===== config.mk =====
export PLATFORM = sky130hd
export DESIGN_NAME = spi_responder
export DESIGN_NICKNAME = d
export VERILOG_FILES = /design/src/rtl/spi_pkg.sv /design/src/rtl/spi_evt_counter.sv /design/src/rtl/spi_responder.sv
export SDC_FILE = /design/constraint.sdc
export NUM_CORES = 1
export LEC_CHECK = 0
export ABC_AREA = 1
export CORE_AREA = 5 5 83 100
export CTS_CLUSTER_DIAMETER = 80
export DETAILED_ROUTE_END_ITERATION = 10
export DIE_AREA = 0 0 88 105
export GPL_TIMING_DRIVEN = 1
export PLACE_DENSITY = 0.45
export SLEW_MARGIN = 20
export SYNTH_ARGS = -nofsm -noshare
export SYNTH_HDL_FRONTEND = slang
export SYNTH_SLANG_ARGS = --single-unit

===== constraint.sdc =====
create_clock -name clk_in -period 4.61 [get_ports clk_in]
set_clock_uncertainty 0.2 [all_clocks]
set_input_delay 0.922 -clock clk_in [delete_from_list [all_inputs] [get_ports clk_in]]
set_output_delay 0.922 -clock clk_in [all_outputs]
set_load 0.005 [all_outputs]

===== src/rtl/spi_pkg.sv =====
// Shared SPI definitions for the controller and responder sides of the link.
// Contents:
//   SPI_CPOL, SPI_CPHA  link mode (mode 0)
//   SPI_DATA_WIDTH      default word width shared with the controller
//   spi_resp_state_t    responder FSM states
package spi_pkg;

  localparam int unsigned SPI_CPOL       = 0;
  localparam int unsigned SPI_CPHA       = 0;
  localparam int unsigned SPI_DATA_WIDTH = 8;

  typedef enum logic [1:0] {
    WAIT_CS,
    IDLE,
    ACTIVE
  } spi_resp_state_t;

endpackage


===== src/rtl/spi_evt_counter.sv =====
// Event counter that wraps after MAX_COUNT events.
// Ports:
//   clk_in       system clock
//   rst_in       synchronous active-high reset (count and pulse cleared)
//   evt_in       count enable, one event per cycle
//   hit_max_out  registered pulse, high the cycle after the MAX_COUNT-th event
module spi_evt_counter #(
  parameter int unsigned MAX_COUNT = 8
) (
  input  logic clk_in,
  input  logic rst_in,
  input  logic evt_in,
  output logic hit_max_out
);

  localparam int unsigned CntW = (MAX_COUNT > 1) ? $clog2(MAX_COUNT) : 1;

  logic [CntW-1:0] count_q, count_d;
  logic            hit_q, hit_d;

  always_comb begin
    count_d = count_q;
    hit_d   = 1'b0;
    if (evt_in) begin
      if (count_q == CntW'(MAX_COUNT - 1)) begin
        count_d = '0;
        hit_d   = 1'b1;
      end else begin
        count_d = count_q + 1'b1;
      end
    end
  end

  always_ff @(posedge clk_in) begin
    if (rst_in) begin
      count_q <= '0;
      hit_q   <= 1'b0;
    end else begin
      count_q <= count_d;
      hit_q   <= hit_d;
    end
  end

  assign hit_max_out = hit_q;

endmodule


===== src/rtl/spi_responder.sv =====
// SPI mode-0 responder, oversampling SCLK/CS_N/COPI in the clk_in domain.
// Ports:
//   clk_in, rst_in            system clock, synchronous active-high reset
//   sclk_in, cs_n_in, copi_in raw asynchronous SPI inputs
//   cipo_out                  responder data out, 0 while not selected
//   tx_data_in, tx_valid_in   write into the one-entry TX holding buffer
//   tx_ready_out              TX holding buffer empty
//   rx_data_out, rx_valid_out last complete received word and its update pulse
//   busy_out                  frame in progress
//   underrun_out              pulse: word load found the TX buffer empty
module spi_responder
  import spi_pkg::*;
#(
  parameter int unsigned DATA_WIDTH  = SPI_DATA_WIDTH,
  parameter int unsigned SYNC_STAGES = 2
) (
  input  logic                  clk_in,
  input  logic                  rst_in,
  input  logic                  sclk_in,
  input  logic                  cs_n_in,
  input  logic                  copi_in,
  output logic                  cipo_out,
  input  logic [DATA_WIDTH-1:0] tx_data_in,
  input  logic                  tx_valid_in,
  output logic                  tx_ready_out,
  output logic [DATA_WIDTH-1:0] rx_data_out,
  output logic                  rx_valid_out,
  output logic                  busy_out,
  output logic                  underrun_out
);

  // Input synchronisers and edge detection
  logic [SYNC_STAGES-1:0] sclk_sync_q, cs_n_sync_q, copi_sync_q, primed_q;
  logic                   sclk_prev_q, cs_n_prev_q;
  logic                   sclk_s, cs_n_s, copi_s;
  logic                   sclk_rise, sclk_fall, cs_fall, cs_rise;

  always_ff @(posedge clk_in) begin
    if (rst_in) begin
      sclk_sync_q <= '0;
      cs_n_sync_q <= '1;
      copi_sync_q <= '0;
      primed_q    <= '0;
      sclk_prev_q <= 1'b0;
      cs_n_prev_q <= 1'b1;
    end else begin
      sclk_sync_q <= {sclk_sync_q[SYNC_STAGES-2:0], sclk_in};
      cs_n_sync_q <= {cs_n_sync_q[SYNC_STAGES-2:0], cs_n_in};
      copi_sync_q <= {copi_sync_q[SYNC_STAGES-2:0], copi_in};
      primed_q    <= {primed_q[SYNC_STAGES-2:0], 1'b1};
      sclk_prev_q <= sclk_s;
      cs_n_prev_q <= cs_n_s;
    end
  end

  assign sclk_s    = sclk_sync_q[SYNC_STAGES-1];
  assign cs_n_s    = cs_n_sync_q[SYNC_STAGES-1];
  assign copi_s    = copi_sync_q[SYNC_STAGES-1];
  assign sclk_rise = sclk_s & ~sclk_prev_q;
  assign sclk_fall = ~sclk_s & sclk_prev_q;
  assign cs_fall   = ~cs_n_s & cs_n_prev_q;
  assign cs_rise   = cs_n_s & ~cs_n_prev_q;

  // State and datapath
  spi_resp_state_t       state_q, state_d;
  logic [DATA_WIDTH-1:0] tx_shift_q, tx_shift_d, rx_shift_q, rx_shift_d;
  logic [DATA_WIDTH-1:0] txbuf_q, txbuf_d, rx_data_q, rx_data_d;
  logic                  txbuf_full_q, txbuf_full_d;
  logic                  cipo_q, cipo_d, bnd_q, bnd_d;
  logic                  rx_valid_q, underrun_q, underrun_d;
  logic                  load, sample_en, hit_max;

  spi_evt_counter #(
    .MAX_COUNT(DATA_WIDTH)
  ) u_bit_cnt (
    .clk_in     (clk_in),
    .rst_in     (rst_in | cs_rise),
    .evt_in     (sample_en),
    .hit_max_out(hit_max)
  );

  always_comb begin
    state_d    = state_q;
    tx_shift_d = tx_shift_q;
    rx_shift_d = rx_shift_q;
    cipo_d     = cipo_q;
    bnd_d      = bnd_q;
    load       = 1'b0;
    sample_en  = 1'b0;

    unique case (state_q)
      WAIT_CS: begin
        cipo_d = 1'b0;
        bnd_d  = 1'b0;
        // primed_q keeps the reset value of the cs_n synchroniser from reading as a deselect
        if (primed_q[SYNC_STAGES-1] && cs_n_s) state_d = IDLE;
      end
      IDLE: begin
        cipo_d = 1'b0;
        bnd_d  = 1'b0;
        if (cs_fall) begin
          state_d   = ACTIVE;
          load      = 1'b1;
          sample_en = sclk_rise;  // load first, then sample
        end
      end
      ACTIVE: begin
        if (cs_rise) begin
          state_d = IDLE;
          cipo_d  = 1'b0;
          bnd_d   = 1'b0;
        end else begin
          sample_en = sclk_rise;
          if (hit_max) bnd_d = 1'b1;
          if (sclk_fall) begin
            if (bnd_q) begin
              load  = 1'b1;
              bnd_d = 1'b0;
            end else begin
              tx_shift_d = tx_shift_q << 1;
              cipo_d     = tx_shift_q[DATA_WIDTH-2];
            end
          end
        end
      end
      default: state_d = WAIT_CS;
    endcase

    if (load) begin
      tx_shift_d = txbuf_full_q ? txbuf_q : '0;
      cipo_d     = txbuf_full_q & txbuf_q[DATA_WIDTH-1];
    end
    if (sample_en) rx_shift_d = {rx_shift_q[DATA_WIDTH-2:0], copi_s};

    underrun_d = load & ~txbuf_full_q;

    // A load frees a full buffer; a write is only taken while the buffer is empty
    txbuf_d      = txbuf_q;
    txbuf_full_d = txbuf_full_q;
    if (load && txbuf_full_q) txbuf_full_d = 1'b0;
    if (tx_valid_in && !txbuf_full_q) begin
      txbuf_d      = tx_data_in;
      txbuf_full_d = 1'b1;
    end

    // Completion is independent of state so a cs_rise right after the last bit keeps the word
    rx_data_d = hit_max ? rx_shift_q : rx_data_q;
  end

  always_ff @(posedge clk_in) begin
    if (rst_in) begin
      state_q      <= WAIT_CS;
      tx_shift_q   <= '0;
      rx_shift_q   <= '0;
      txbuf_q      <= '0;
      txbuf_full_q <= 1'b0;
      rx_data_q    <= '0;
      rx_valid_q   <= 1'b0;
      cipo_q       <= 1'b0;
      bnd_q        <= 1'b0;
      underrun_q   <= 1'b0;
    end else begin
      state_q      <= state_d;
      tx_shift_q   <= tx_shift_d;
      rx_shift_q   <= rx_shift_d;
      txbuf_q      <= txbuf_d;
      txbuf_full_q <= txbuf_full_d;
      rx_data_q    <= rx_data_d;
      rx_valid_q   <= hit_max;
      cipo_q       <= cipo_d;
      bnd_q        <= bnd_d;
      underrun_q   <= underrun_d;
    end
  end

  assign cipo_out     = cipo_q;
  assign tx_ready_out = ~txbuf_full_q;
  assign rx_data_out  = rx_data_q;
  assign rx_valid_out = rx_valid_q;
  assign busy_out     = (state_q == ACTIVE);
  assign underrun_out = underrun_q;

endmodule


Word level (Yosys, flattened, before mapping)
Cells that the tools add are included.
{ "op_classes": {"reduce_logical": 15, "shifts": 0, "addsub": 1, "n_mul": 0, "muxes": 33, "bitwise": 13, "eq_ne": 10, "div": 0, "order_cmp": 0} }
{ "ops": {"columns": ["op", "n"], "rows": [
  ["2-to-1 mux 7 bit", 6],
  ["2-to-1 mux 1 bit", 18],
  ["one-hot mux 1 bit (2 select lines)", 4],
  ["nonzero test 2 bit", 4],
  ["bitwise AND 1 bit", 6],
  ["2-to-1 mux 2 bit", 3],
  ["!= test 2 x 1 -> 1 bit (second input constant)", 3],
  ["NOT 1 bit", 6],
  ["one-hot mux 2 bit (3 select lines)", 1],
  ["AND reduction 3 bit", 2],
  ["!= test 2 bit (second input constant)", 2],
  ["!= test 4 x 1 -> 1 bit (second input constant)", 1],
  ["!= test 4 x 3 -> 1 bit (second input constant)", 1],
  ["AND reduction 4 bit", 1],
  ["OR reduction 2 bit", 2],
  ["adder 3 x 1 -> 3 bit (second input constant)", 1],
  ["== test 3 bit (second input constant)", 1],
  ["logical AND 1 bit", 3],
  ["2-to-1 mux 3 bit", 1],
  ["nonzero test 3 bit", 1],
  ["== test 2 x 1 -> 1 bit (second input constant)", 1],
  ["== test 2 bit (second input constant)", 1],
  ["zero test 2 bit", 1],
  ["zero test 1 bit", 1],
  ["bitwise OR 1 bit", 1]
]} }
{ "word_totals": {"latchBits": 0, "ff_bits": 52, "word_cells": 91, "mem_bits_ro": 0, "mem_count": 0, "mem_bits_rw": 0, "input_bits": 14, "output_inout_bits": 13} }

Depth between registers and ports, before layout
{ "logic_depth": {"depth_word": 8, "depth_mapped": 10, "ltp_nobuf": 10} }

By module
From an unflattened synthesis, not the netlist that was laid out.
{ "unflattened": {"cells_unflattened": 270, "area_unflattened_um2": 2104.5} }
{ "by_module_without_submodules": {"columns": ["module", "instances", "area_each_um2", "seq_area_each_um2", "cells_per_inst"], "rows": [
  ["spi_responder", 1, 1933.1, 960.9, 249],
  ["spi_evt_counter", 1, 171.4, 80.1, 21]
]} }

Worst setup path after synthesis
No wires, ideal clock.
{ "synth_timing": {"kind": "register to output", "start": "register state_q[0]", "end": "output busy_out", "path_buffers": 0, "required_ns": 3.488, "setup_slack_ns": 2.799, "arrival_time_ns": 0.689, "path_stages_with_launch": 3, "cell_sequence": "dfxtp_1 > inv_1 > ha_1"} }
{ "synth_via": {"elab_chain_cells": 1} }
{ "synth_rtl": {"columns": ["item", "line_no", "text"], "rows": [
  ["from (decl)", "spi_responder.sv:65", "spi_resp_state_t state_q, state_d;"],
  ["from (signal assigned)", "spi_responder.sv:163", "state_q <= state_d;"],
  ["== test 2 bit", "spi_responder.sv:180", "assign busy_out = (state_q == ACTIVE);"],
  ["to (decl)", "spi_responder.sv:28", "output logic busy_out,"]
]} }
No other way between the ends.

==> flow_results.xml <==
<?xml version="1.0" encoding="UTF-8"?>
<metrics>
  <group name="status">
    <metric name="status" unit="">finished clean</metric>
  </group>
  <group name="clock_tree">
    <metric name="cts.clk_slew.worst_paths" unit="ns">0.10</metric>
    <metric name="cts.hold.buffers_added" unit="">0</metric>
    <metric name="cts.htree.levels" unit="">2</metric>
    <metric name="clk_latency" unit="ns">0.31</metric>
    <metric name="post_cts.resized_instances" unit="">0</metric>
    <metric name="master_cell_of_the_clock_root_buffer" unit="">clkbuf_8</metric>
    <metric name="cts_setup_buffers" unit="">0</metric>
    <metric name="cts_sink_cnt" unit="">52</metric>
    <metric name="cts-root-to-sink-buffers" unit="">2</metric>
    <metric name="cts_tree" unit="">yes</metric>
    <metric name="cts_inserted_buffers" unit="">5</metric>
  </group>
  <group name="synth">
    <metric name="avgSynthCellArea" unit="sq um">7.67</metric>
    <metric name="yosysUniqueCellTypes" unit="">24</metric>
    <metric name="synth.ff_latch_count" unit="">52</metric>
    <metric name="synth_edf_count" unit="">0</metric>
    <metric name="asyncSetResetFlopFracSynth" unit="%">0</metric>
    <metric name="synthCells" unit="">273</metric>
    <metric name="synthesis.yosys.warnings" unit="">0</metric>
    <metric name="netlist_top_cells_count" unit="">dfxtp_1 (52), inv_1 (43), nor2_1 (39)</metric>
    <metric name="top_area_cells_in_the_synthesized_netlist" unit="">dfxtp_1 (50%), o21ai_0 (8.6%), inv_1 (7.7%)</metric>
    <metric name="post-synth-top-count-cell" unit="">dfxtp_1</metric>
    <metric name="synth_nets" unit="">295</metric>
    <metric name="synth_area_leader_cell" unit="">dfxtp_1</metric>
    <metric name="synth_top_area_share" unit="%">49.7</metric>
    <metric name="post_synth_instance_area" unit="sq mm">0.00209</metric>
    <metric name="ys_seq_area_share" unit="%">49.7</metric>
    <metric name="ys_dominant_reg_cell" unit="">dfxtp_1</metric>
  </group>
  <group name="routing">
    <metric name="detail_route.iter0.violations" unit="">83</metric>
    <metric name="detailedRoute.firstPassIterationCount" unit="">4</metric>
    <metric name="post_drt_wl_per_cell" unit="um">10.4</metric>
    <metric name="finalWirelength" unit="mm">4.02</metric>
    <metric name="postRouteAntennaNets" unit="">0</metric>
    <metric name="avgViaCountPerCell" unit="">4.24</metric>
    <metric name="detail_route.drc_violations" unit="">0</metric>
    <metric name="detailroute.via_count" unit="">1646</metric>
  </group>
  <group name="global_routing">
    <metric name="grt_start_max_net_pins" unit="">23</metric>
    <metric name="gr-usage-all-layers" unit="%">9.63</metric>
    <metric name="grt_remaining_overflow" unit="">0</metric>
    <metric name="grt_pass1_vias" unit="">1557</metric>
    <metric name="wire_length_of_the_first_global_routing_pass" unit="mm">7.02</metric>
    <metric name="antenna_found_initial" unit="">0</metric>
  </group>
  <group name="layout">
    <metric name="post_route_cells_drive_above_1_share" unit="%">5.70</metric>
    <metric name="layout-area-overhead-vs-synth" unit="%">20.8</metric>
    <metric name="insertedDiodeCount" unit="">0</metric>
    <metric name="finish.net_count" unit="">319</metric>
  </group>
  <group name="floorplanning">
    <metric name="die_wd" unit="um">88</metric>
    <metric name="floorplan.io_pins" unit="">27</metric>
    <metric name="fp.dieArea" unit="sq mm">0.00924</metric>
    <metric name="floorplan.core_area" unit="sq mm">0.00719</metric>
    <metric name="rows" unit="">34</metric>
    <metric name="die_height" unit="um">105</metric>
    <metric name="floorplan.initialDensity" unit="%">29.1</metric>
  </group>
  <group name="sta">
    <metric name="final.hold.worst_slack" unit="ns">0.211</metric>
    <metric name="finish_stage_setup_viols" unit="">0</metric>
    <metric name="slew_headroom" unit="%">52.9</metric>
    <metric name="worst-slew-pin-transition" unit="ns">0.704</metric>
    <metric name="totalNegativeSetupSlack" unit="ns">0</metric>
    <metric name="post-route-period-util" unit="%">58.3</metric>
    <metric name="finalHoldViolCount" unit="">0</metric>
    <metric name="finalWorstPathRequiredPeriod" unit="ns">2.69</metric>
    <metric name="finalMaxSlewViolations" unit="">0</metric>
    <metric name="max_freq" unit="MHz">372</metric>
    <metric name="grt_setup_unrepaired" unit="">no</metric>
  </group>
  <group name="placement">
    <metric name="numPortBuffers" unit="">26</metric>
    <metric name="gp_routability_congestion" unit="">0.668</metric>
    <metric name="dp_hpwl" unit="mm">2.98</metric>
  </group>
  <group name="critical_path">
    <metric name="crit_path_start_kind" unit="">primary input</metric>
    <metric name="reg2regPathDepth" unit="">5</metric>
    <metric name="worst-endpoint-arrival" unit="ns">2.70</metric>
    <metric name="critical_path_peak_fanout" unit="">20</metric>
    <metric name="worst-endpoint-required" unit="ns">4.62</metric>
    <metric name="element_type_at_the_critical_path_end" unit="">flip-flop</metric>
    <metric name="criticalPathCategory" unit="">primary input to flip-flop</metric>
  </group>
  <group name="power_and_ir_drop">
    <metric name="pwr_density_cell" unit="mW/mm^2">382</metric>
    <metric name="vdd.ir_drop.worst" unit="uV">202</metric>
    <metric name="static-leakage-power" unit="uW">0.00112</metric>
  </group>
  <group name="worst_hold_path">
    <metric name="hold-path-cell-count" unit="">2</metric>
    <metric name="hold_path.class" unit="">flip-flop to flip-flop</metric>
  </group>
  <group name="run">
    <metric name="drv_cap" unit="">0</metric>
  </group>
</metrics>
[worst paths after layout]
kind / from / endpoint / slack, ns
worst min register to register: copi_sync_q[0] / copi_sync_q[1] / 0.21
worst max register to register: state_q[0] / rx_shift_q[3] / 2.38
worst min-delay path: copi_sync_q[0] / copi_sync_q[1] / 0.21
worst max-delay path: rst_in / txbuf_q[3] / 1.92
[cell type report]
| cell class | count | area [sq um] |
|---|---|---|
| clock buffers | 5 | 68.8 |
| clock inverters | 3 | 46.3 |
| fillers | 774 | 4660 |
| inverters | 44 | 165 |
| multi-input cells | 167 | 830 |
| flip-flops and latches | 52 | 1040 |
| well taps | 90 | 113 |
| repair buffers | 27 | 268 |
[layout by cell type (no fill, tap or decap), drive strengths merged, types with 2 or more instances in the layout]
| cell type | count |
|---|---|
| or2 | 3 |
| nand3 | 8 |
| dfxtp | 52 |
| nor3 | 2 |
| nor2 | 40 |
| ha | 8 |
| o21ai | 41 |
| a21oi | 24 |
| nand2 | 38 |
| clkdlybuf4s50 | 26 |
| clkbuf | 5 |
| nand4 | 2 |
| inv | 44 |
[cells by family after synthesis]
group           synth area share, %
compound gates                 15.5
fa+ha+maj                      4.78
buf+inv                        10.7
flops                          49.7
simple gates                   19.3
[critical path, stage by stage]
cell             delay [ns]
clkdlybuf4s50_1        0.74
clkinv_1               0.51
buf_4                  0.37
o21ai_0                0.09
nor2_1                 0.06
[through the flow]
step                      worst slack (ns)  util (%)  power (uW)  cell area, sq um  instances
after floorplan                       2.80         -         606              2090        273
after global placement                1.55      33.6         660              2420        380
after detailed placement              1.51      33.6         658              2420        380
after CTS                             1.83      35.2         980              2530        388
after global routing                  1.65      35.2        1030              2530        388
final                                 1.92      35.2         968              2530        388
[flip-flops by register name, summed over array words and instances, names as in the netlist, 2 cells and up]
signal and count:
copi_sync_q 2, cs_n_sync_q 2, primed_q 2, rx_data_out 8
rx_shift_q 8, sclk_sync_q 2, state_q 2, tx_shift_q 7
txbuf_q 8, u_bit_cnt.count_q 3
[layer usage]
metal | up-vias | GRT usage [%] | wire (um) | part of all wire (%)
met5 | - | 0 | 0 | 0
met4 | 0 | 3.62 | 69 | 1.7
met3 | 6 | 2.91 | 175 | 4.4
met2 | 23 | 16.4 | 1970 | 49
met1 | 714 | 11.2 | 1800 | 45
li1 | 903 | - | - | -
[where the power goes]
| part | total (uW) | switching [uW] | internal (uW) |
|---|---|---|---|
| sequential | 490 | 17.7 | 472 |
| clock | 322 | 158 | 164 |
| combinational | 156 | 91.4 | 64.5 |
(Power assumes the default switching activity.)
